**config.mk**
```make
export PLATFORM = sky130hd
export DESIGN_NAME = rx_cmd_ctrl
export DESIGN_NICKNAME = d
export VERILOG_FILES = /design/src/rtl/rx_cmd_ctrl.sv
export SDC_FILE = /design/constraint.sdc
export NUM_CORES = 1
export LEC_CHECK = 0
export CAP_MARGIN = 20
export CORE_UTILIZATION = 58
export CTS_CLUSTER_DIAMETER = 40
export DETAILED_ROUTE_END_ITERATION = 10
export PLACE_DENSITY = 0.8
export SYNTH_ARGS = -nofsm -noshare
export SYNTH_HDL_FRONTEND = slang
export SYNTH_SLANG_ARGS = --single-unit
```
**constraint.sdc**
```tcl
create_clock -name i_clk -period 6.6 [get_ports i_clk]
set_input_delay 0.66 -clock i_clk [delete_from_list [all_inputs] [get_ports i_clk]]
set_output_delay 0.66 -clock i_clk [all_outputs]
set_load 0.02 [all_outputs]
```
**src/rtl/rx_cmd_ctrl.sv**
```systemverilog
// Debug-unit command sequencer: decodes bytes from the UART receiver, assembles LOAD
// payloads into little-endian words for program memory, and drives CPU run/step control.
module rx_cmd_ctrl #(
    parameter int DATA_BITS  = 8,
    parameter int WORD_BYTES = 4,
    parameter int ADDR_W     = 8,
    parameter int TIMEOUT    = 50000
) (
    input  logic                              i_clk,
    input  logic                              i_reset_n,
    input  logic                              i_rx_done,
    input  logic [DATA_BITS-1:0]              i_rx_data,
    output logic                              o_mem_we,
    output logic [ADDR_W-1:0]                 o_mem_addr,
    output logic [WORD_BYTES*DATA_BITS-1:0]   o_mem_data,
    output logic                              o_run,
    output logic                              o_step,
    output logic                              o_load_done,
    output logic                              o_err
);

    localparam int W       = WORD_BYTES * DATA_BITS;
    localparam int BCNT_W  = (WORD_BYTES > 1) ? $clog2(WORD_BYTES) : 1;
    localparam int TIMER_W = (TIMEOUT > 2) ? $clog2(TIMEOUT) : 1;

    localparam logic [BCNT_W-1:0]    BYTE_LAST  = BCNT_W'(WORD_BYTES - 1);
    localparam logic [TIMER_W-1:0]   TIMER_LAST = TIMER_W'(TIMEOUT - 1);
    localparam logic [DATA_BITS-1:0] CMD_LOAD   = DATA_BITS'(8'h4C);
    localparam logic [DATA_BITS-1:0] CMD_RUN    = DATA_BITS'(8'h52);
    localparam logic [DATA_BITS-1:0] CMD_HALT   = DATA_BITS'(8'h48);
    localparam logic [DATA_BITS-1:0] CMD_STEP   = DATA_BITS'(8'h53);

    typedef enum logic [1:0] {
        ST_IDLE = 2'd0,
        ST_LEN  = 2'd1,
        ST_DATA = 2'd2
    } state_t;

    state_t               state_reg,      state_next;
    logic                 run_reg,        run_next;
    logic                 step_reg,       step_next;
    logic                 err_reg,        err_next;
    logic                 done_reg,       done_next;
    logic                 we_reg,         we_next;
    logic [ADDR_W-1:0]    mem_addr_reg,   mem_addr_next;
    logic [W-1:0]         word_reg,       word_next;
    logic [BCNT_W-1:0]    byte_cnt_reg,   byte_cnt_next;
    logic [DATA_BITS-1:0] words_left_reg, words_left_next;
    logic [ADDR_W-1:0]    addr_cnt_reg,   addr_cnt_next;
    logic [TIMER_W-1:0]   timer_reg,      timer_next;

    logic [W-1:0]         word_shift;
    logic                 timeout_hit;

    // New byte enters the top lane so the first byte of a word ends up in the low lane.
    genvar gi;
    generate
        for (gi = 0; gi < WORD_BYTES; gi++) begin : g_lane
            if (gi == WORD_BYTES - 1) begin : g_top
                assign word_shift[gi*DATA_BITS +: DATA_BITS] = i_rx_data;
            end else begin : g_low
                assign word_shift[gi*DATA_BITS +: DATA_BITS] = word_reg[(gi+1)*DATA_BITS +: DATA_BITS];
            end
        end
    endgenerate

    assign timeout_hit = (timer_reg == TIMER_LAST);

    always_ff @(posedge i_clk or negedge i_reset_n) begin
        if (!i_reset_n) begin
            state_reg      <= ST_IDLE;
            run_reg        <= 1'b0;
            step_reg       <= 1'b0;
            err_reg        <= 1'b0;
            done_reg       <= 1'b0;
            we_reg         <= 1'b0;
            mem_addr_reg   <= '0;
            word_reg       <= '0;
            byte_cnt_reg   <= '0;
            words_left_reg <= '0;
            addr_cnt_reg   <= '0;
            timer_reg      <= '0;
        end else begin
            state_reg      <= state_next;
            run_reg        <= run_next;
            step_reg       <= step_next;
            err_reg        <= err_next;
            done_reg       <= done_next;
            we_reg         <= we_next;
            mem_addr_reg   <= mem_addr_next;
            word_reg       <= word_next;
            byte_cnt_reg   <= byte_cnt_next;
            words_left_reg <= words_left_next;
            addr_cnt_reg   <= addr_cnt_next;
            timer_reg      <= timer_next;
        end
    end

    always_comb begin
        state_next      = state_reg;
        run_next        = run_reg;
        step_next       = 1'b0;
        err_next        = 1'b0;
        done_next       = 1'b0;
        we_next         = 1'b0;
        mem_addr_next   = mem_addr_reg;
        word_next       = word_reg;
        byte_cnt_next   = byte_cnt_reg;
        words_left_next = words_left_reg;
        addr_cnt_next   = addr_cnt_reg;
        timer_next      = timer_reg;

        case (state_reg)
            ST_IDLE: begin
                timer_next = '0;
                if (i_rx_done) begin
                    if (i_rx_data == CMD_LOAD) begin
                        // Loading while the CPU runs could overwrite live code.
                        if (run_reg) begin
                            err_next = 1'b1;
                        end else begin
                            state_next    = ST_LEN;
                            addr_cnt_next = '0;
                            byte_cnt_next = '0;
                        end
                    end else if (i_rx_data == CMD_RUN) begin
                        run_next = 1'b1;
                    end else if (i_rx_data == CMD_HALT) begin
                        run_next = 1'b0;
                    end else if (i_rx_data == CMD_STEP) begin
                        step_next = !run_reg;
                    end else begin
                        err_next = 1'b1;
                    end
                end
            end

            ST_LEN: begin
                if (i_rx_done) begin
                    timer_next = '0;
                    if (i_rx_data == '0) begin
                        done_next  = 1'b1;
                        state_next = ST_IDLE;
                    end else begin
                        words_left_next = i_rx_data;
                        byte_cnt_next   = '0;
                        state_next      = ST_DATA;
                    end
                end else if (timeout_hit) begin
                    err_next   = 1'b1;
                    timer_next = '0;
                    state_next = ST_IDLE;
                end else begin
                    timer_next = timer_reg + 1'b1;
                end
            end

            ST_DATA: begin
                if (i_rx_done) begin
                    timer_next = '0;
                    word_next  = word_shift;
                    if (byte_cnt_reg == BYTE_LAST) begin
                        byte_cnt_next = '0;
                        we_next       = 1'b1;
                        mem_addr_next = addr_cnt_reg;
                        addr_cnt_next = addr_cnt_reg + 1'b1;
                        if (words_left_reg == DATA_BITS'(1)) begin
                            done_next  = 1'b1;
                            state_next = ST_IDLE;
                        end else begin
                            words_left_next = words_left_reg - 1'b1;
                        end
                    end else begin
                        byte_cnt_next = byte_cnt_reg + 1'b1;
                    end
                end else if (timeout_hit) begin
                    // Completed words stay written; the partial word is simply dropped.
                    err_next      = 1'b1;
                    timer_next    = '0;
                    byte_cnt_next = '0;
                    state_next    = ST_IDLE;
                end else begin
                    timer_next = timer_reg + 1'b1;
                end
            end

            default: begin
                state_next = ST_IDLE;
            end
        endcase
    end

    assign o_mem_we    = we_reg;
    assign o_mem_addr  = mem_addr_reg;
    assign o_mem_data  = word_reg;
    assign o_run       = run_reg;
    assign o_step      = step_reg;
    assign o_load_done = done_reg;
    assign o_err       = err_reg;

endmodule
```
# After elaboration in Yosys (flattened, before gate mapping)
# Index checks and enable logic that the tools add are counted.
[totals]
ff_bits = 81
in_bits = 11
out_inout_bits = 45
wordCells = 113
[classes]
n_addsub = 4
eq_ne = 20
n_mux = 60
n_bitwise = 1
n_reduce_logical = 16
[op_table]
columns = ["cell", "count"]
rows = [
  ["$mux 8", 10],
  ["$mux 2", 17],
  ["$eq 8x7->1 const B", 4],
  ["$mux 16", 2],
  ["$pmux 16 s2", 1],
  ["$pmux 8 s2", 2],
  ["$mux 1", 24],
  ["$add 16x1->16 const B", 1],
  ["$eq 16x16->1 const B", 1],
  ["$ne 2x2->1 const B", 8],
  ["$pmux 2 s3", 2],
  ["$reduce_and 6->1", 2],
  ["$ne 3x3->1 const B", 3],
  ["$add 8x1->8 const B", 1],
  ["$eq 8x1->1 const B", 1],
  ["$logic_not 8->1", 1],
  ["$reduce_bool 2->1", 4],
  ["$sub 8x1->8 const B", 1],
  ["$reduce_and 7->1", 1],
  ["$reduce_and 5->1", 1],
  ["$eq 2x2->1 const B", 2],
  ["$pmux 1 s2", 2],
  ["$reduce_and 4->1", 1],
  ["$reduce_and 3->1", 1],
  ["other kinds (8)", 8],
]

# Depth between registers and ports, before layout
[depth]
word_depth = 7
ltp_mapped = 9
depth_no_buf = 8

# Worst setup path before layout
# Ideal clock, no wire load.
[synth_path]
kind = "in2reg"
start = "in i_rx_data[4]"
end = "reg addr_cnt_reg[2]"
setup_ps = 87
arrival_ps = 2279
t_required_ps = 6513
path_slack_ps = 4234
cell_stages = 6
path_buffers = 1
cell_sequence = "or3_1 > o31a_1 > or2_2 > clkbuf_1 > or3_1 > o211ai_1"
[synth_between]
elab_chain_len = 3
[synth_rtl]
columns = ["item", "line", "source"]
rows = [
  ["from (decl)", "12", "input logic [DATA_BITS-1:0] i_rx_data,"],
  ["$eq 8x7->1", "117", "if (i_rx_data == CMD_LOAD) begin"],
  ["$ne 2x2->1 (no source line)", "--", ""],
  ["$reduce_and 6->1 (no source line)", "--", ""],
  ["to (signal assigned)", "94", "addr_cnt_reg <= addr_cnt_next;"],
  ["to (decl)", "49", "logic [ADDR_W-1:0] addr_cnt_reg, addr_cnt_next;"],
]
# No other way between the ends.
# A chain may end at the register's enable or synchronous reset.

# Worst setup path in the final report
[layout_path]
start = "reg state_reg[0]"
end = "reg addr_cnt_reg[2]"
[layout_between]
elab_chain_len = 3
elab_cells_between_ends = 10
classes_between = "eq/ne: 6; mux: 1; reduce/logical: 3"
[layout_rtl]
columns = ["item", "line", "source"]
rows = [
  ["from (decl)", "39", "state_t state_reg, state_next;"],
  ["from (signal assigned)", "84", "state_reg <= state_next;"],
  ["$eq 2x2->1 / $logic_not 2->1 (equally long branches)", "113", "case (state_reg)"],
  ["$ne 2x2->1 (no source line) / $reduce_bool 2->1 (equally long branches)", "--", ""],
  ["$reduce_and 6->1 (no source line)", "--", ""],
]
# Parallel ways exist; a longest one is shown, timed or not.

==> impl_metrics.env <==
export IMPL_main_combinational_cell_family_by_area_after_synthesis="simple AND/OR/NAND/NOR gates"
export IMPL_timing_critical_path_arrival_ns=3.24
export IMPL_first_pass_grt_wire_length_um=13700
export IMPL_r2r_setup_slack_ns=3.63
export IMPL_ctsHoldBuffers=0
export IMPL_largest_reg_flops=32
export IMPL_global_route_overflow_total=0
export IMPL_cts_root_to_sink_buffers=2
export IMPL_drt_antenna_violating_nets=0
export IMPL_grt_setup_unrepaired="no"
export IMPL_vias_in_the_first_global_route=2841
export IMPL_cts_sinks=81
export IMPL_grt_max_degree=82
export IMPL_gp_routability_congestion=0.836
export IMPL_clock_tree_root_cell="sky130_fd_sc_hd__clkbuf_8"
export IMPL_num_nets_final=427
export IMPL_detail_route_vias_per_cell=5.99
export IMPL_dp_hpwl_um=5490
export IMPL_synth_async_reset_ratio=1.00
export IMPL_p_int_mw=1.15
export IMPL_worst_slew_pin_slew_ns=0.823
export IMPL_netlist_instances=350
export IMPL_die_area_um2=6960
export IMPL_hold_viol=0
export IMPL_area_growth_synth_to_final_pct=22.5
export IMPL_finClkSkew_ns=0.0194
export IMPL_slew_viol_final=0
export IMPL_drt_wirelength_per_cell_um=16.5
export IMPL_powerDensity_nw_per_um2=379
export IMPL_die_h_um=83.4
export IMPL_critical_path_data_required_time_ns=6.87
export IMPL_port_buffers=55
export IMPL_first_iter_violations=146
export IMPL_criticalPathCategory="reg -> reg"
export IMPL_layout_worst_path_cycle_share=0.450
export IMPL_startpoint_class_of_the_critical_path="flop"
export IMPL_synth_xor_area_share=0.0273
export IMPL_n_antenna_cell=0
export IMPL_power_share_combinational=0.367
export IMPL_synth_enable_flop_cells=0
export IMPL_finish_cell_count_without_fillers=489
export IMPL_tritoncts_num_buffers=9
export IMPL_fraction_of_the_mapped_netlist_area_in_compound_gates=0.0953
export IMPL_flop_pwr_share=0.403
export IMPL_dp_cells=472
export IMPL_maxCapViolations=0
export IMPL_slew_headroom=0.449
export IMPL_timing_final_crit_period_ns=2.97
export IMPL_timing_hold_ws_ns=0.126
export IMPL_cts_resized=0
export IMPL_final_setup_viol_count=0
export IMPL_initial_utilization=0.602
export IMPL_number_of_detailed_routing_iterations_run_before_antenna_repair=4
export IMPL_route_final_wire_length_um=8070
export IMPL_setup_tns_final_ns=0
export IMPL_layout_cells_most_common="sky130_fd_sc_hd__dfrtp_1"
export IMPL_pin_count=56
export IMPL_fmaxAchievable_mhz=337
export IMPL_yosys_mux_area_fraction=0.128
export IMPL_leakage_nw=2.05
export IMPL_switching_power_mw=0.636
export IMPL_synth_adder_area_share=0.0293
export IMPL_layout_cells_most_common_list="sky130_fd_sc_hd__dfrtp_1, sky130_fd_sc_hd__clkdlybuf4s50_1, sky130_fd_sc_hd__mux2_2"
export IMPL_worstSkewPairLatency_ns=0.36
export IMPL_simple_gate_fraction_of_synth_area=0.171
export IMPL_postSynthRegisterBits=81
export IMPL_floorplan_die_width_um=83.4
export IMPL_clk_pin_slew_ns=0.10
export IMPL_grtUsageTotal=0.248
export IMPL_antenna_violations_before_repair=0
export IMPL_postSynthAreaPerCell_um2=11.0
export IMPL_min_delay_path_class="in -> async"
export IMPL_synth_sequential_area_ratio=0.527
export IMPL_row_count=29
export IMPL_via_count=2927
export IMPL_power_switching_fraction=0.356
export IMPL_run_status="complete, no violations"
export IMPL_ir_drop_v=0.000234
export IMPL_placeableCoreArea_um2=6390
export IMPL_synthFlopType="sky130_fd_sc_hd__dfrtp_1"
export IMPL_yosys_synthesis_warning_count=0
export IMPL_detail_route_drc_violations=0
export IMPL_end_kind="flop"
export IMPL_post_cts_repair_setup_buffers=0
export IMPL_final_layout_size_suffix_gt1_frac=0.163
export IMPL_synth_cell_type_count=48
export IMPL_critical_path_peak_fanout=21
export IMPL_cts_tree="yes"
export IMPL_cts_htree_levels=3
export IMPL_post_syn_area_um2=3850
export IMPL_clock_power_share=0.230
export IMPL_fillerInstances=452
export IMPL_mappedNetlistNets=370
## cells in the mapped netlist (all sizes together), types with 3 or more instances
master | n | area, um2
dfrtp | 81 | 2030
mux2 | 42 | 473
nand2 | 31 | 116
nor2 | 28 | 108
nand3 | 17 | 85.1
o21ai | 13 | 65.1
a21oi | 12 | 60.1
inv | 12 | 45.0
nor4 | 12 | 90.1
clkbuf | 10 | 37.5
xnor2 | 10 | 87.6
ha | 9 | 113
nand4 | 8 | 50.1
nor3 | 6 | 30.0
or3 | 6 | 38.8
o22ai | 5 | 31.3
o211ai | 4 | 30.0
a21o | 3 | 23.8
a22o | 3 | 26.3
nor4b | 3 | 26.3
## logic make-up (layout without fill, tap and decap cells)
| kind of cell | Yosys count | in the layout |
|---|---|---|
| AOI/OAI and AO/OA | 56 | 56 |
| buffers and inverters | 23 | 85 |
| and+or+nand+nor | 125 | 125 |
| muxes | 44 | 44 |
| adders and majority gates | 9 | 9 |
| DFF | 81 | 81 |
| xor gates and xnor gates | 12 | 12 |
## layout make-up
class | instances | area (um2) | share of cell area
Clock buffer | 10 | 138 | 0.0292
Timing Repair Buffer | 57 | 583 | 0.124
Inverter | 12 | 45.0 | 0.00955
Multi-Input combinational cell | 246 | 1730 | 0.368
Tap cell | 77 | 96.3 | 0.0204
Clock inverter | 6 | 91.3 | 0.0194
Sequential cell | 81 | 2030 | 0.430
## power groups by stage
stage / Combinational [mW] / Clock [mW] / Sequential (mW)
after floorplan: 0.309 / 0 / 0.803
after global placement: 0.634 / 0 / 0.719
after detailed placement: 0.653 / 0 / 0.728
after CTS: 0.654 / 0.417 / 0.719
after global routing: 0.708 / 0.436 / 0.740
final: 0.655 / 0.410 / 0.720
## worst paths after layout
check                                  end           from  cells after the start
min reg2reg                  o_mem_data[4]  o_mem_data[4]                      1
max reg2reg                addr_cnt_reg[2]   state_reg[0]                      8
min in group i_clk           o_mem_data[4]  o_mem_data[4]                      1
max in group asynchronous    o_mem_data[2]      i_reset_n                      2
min                          o_mem_data[1]      i_reset_n                      1
max                        addr_cnt_reg[2]   state_reg[0]                      8
## metrics by stage
step                 util  worst slack, ns  total power [mW]  cell area, um2
floorplan               -             4.23              1.11            3850
global placement    0.698             3.63              1.35            4460
detailed placement  0.698             3.56              1.38            4460
CTS                 0.734             3.68              1.79            4690
global route        0.738             3.41              1.88            4710
finish              0.738             3.63              1.78            4710
## worst max-delay path: stages (launching register included)
cell and delay (ns):
sky130_fd_sc_hd__dfrtp_1 0.44, sky130_fd_sc_hd__inv_1 0.10, sky130_fd_sc_hd__ha_1 0.65, sky130_fd_sc_hd__nand3_1 0.54, sky130_fd_sc_hd__inv_1 0.21, sky130_fd_sc_hd__a21oi_1 0.12, sky130_fd_sc_hd__or2_2 0.37, sky130_fd_sc_hd__or3_1 0.36
sky130_fd_sc_hd__o211ai_1 0.09
## per-layer routing
| layer | GRT usage | wire [um] | part of all wire | vias to the layer above |
|---|---|---|---|---|
| met5 | 0 | 0 | 0 | - |
| met4 | 0.0847 | 113 | 0.014 | 0 |
| met3 | 0.0477 | 313 | 0.039 | 12 |
| met2 | 0.386 | 3910 | 0.48 | 84 |
| met1 | 0.351 | 3730 | 0.46 | 1446 |
| li1 | - | - | - | 1385 |
Power figures use the tool's default switching activity.
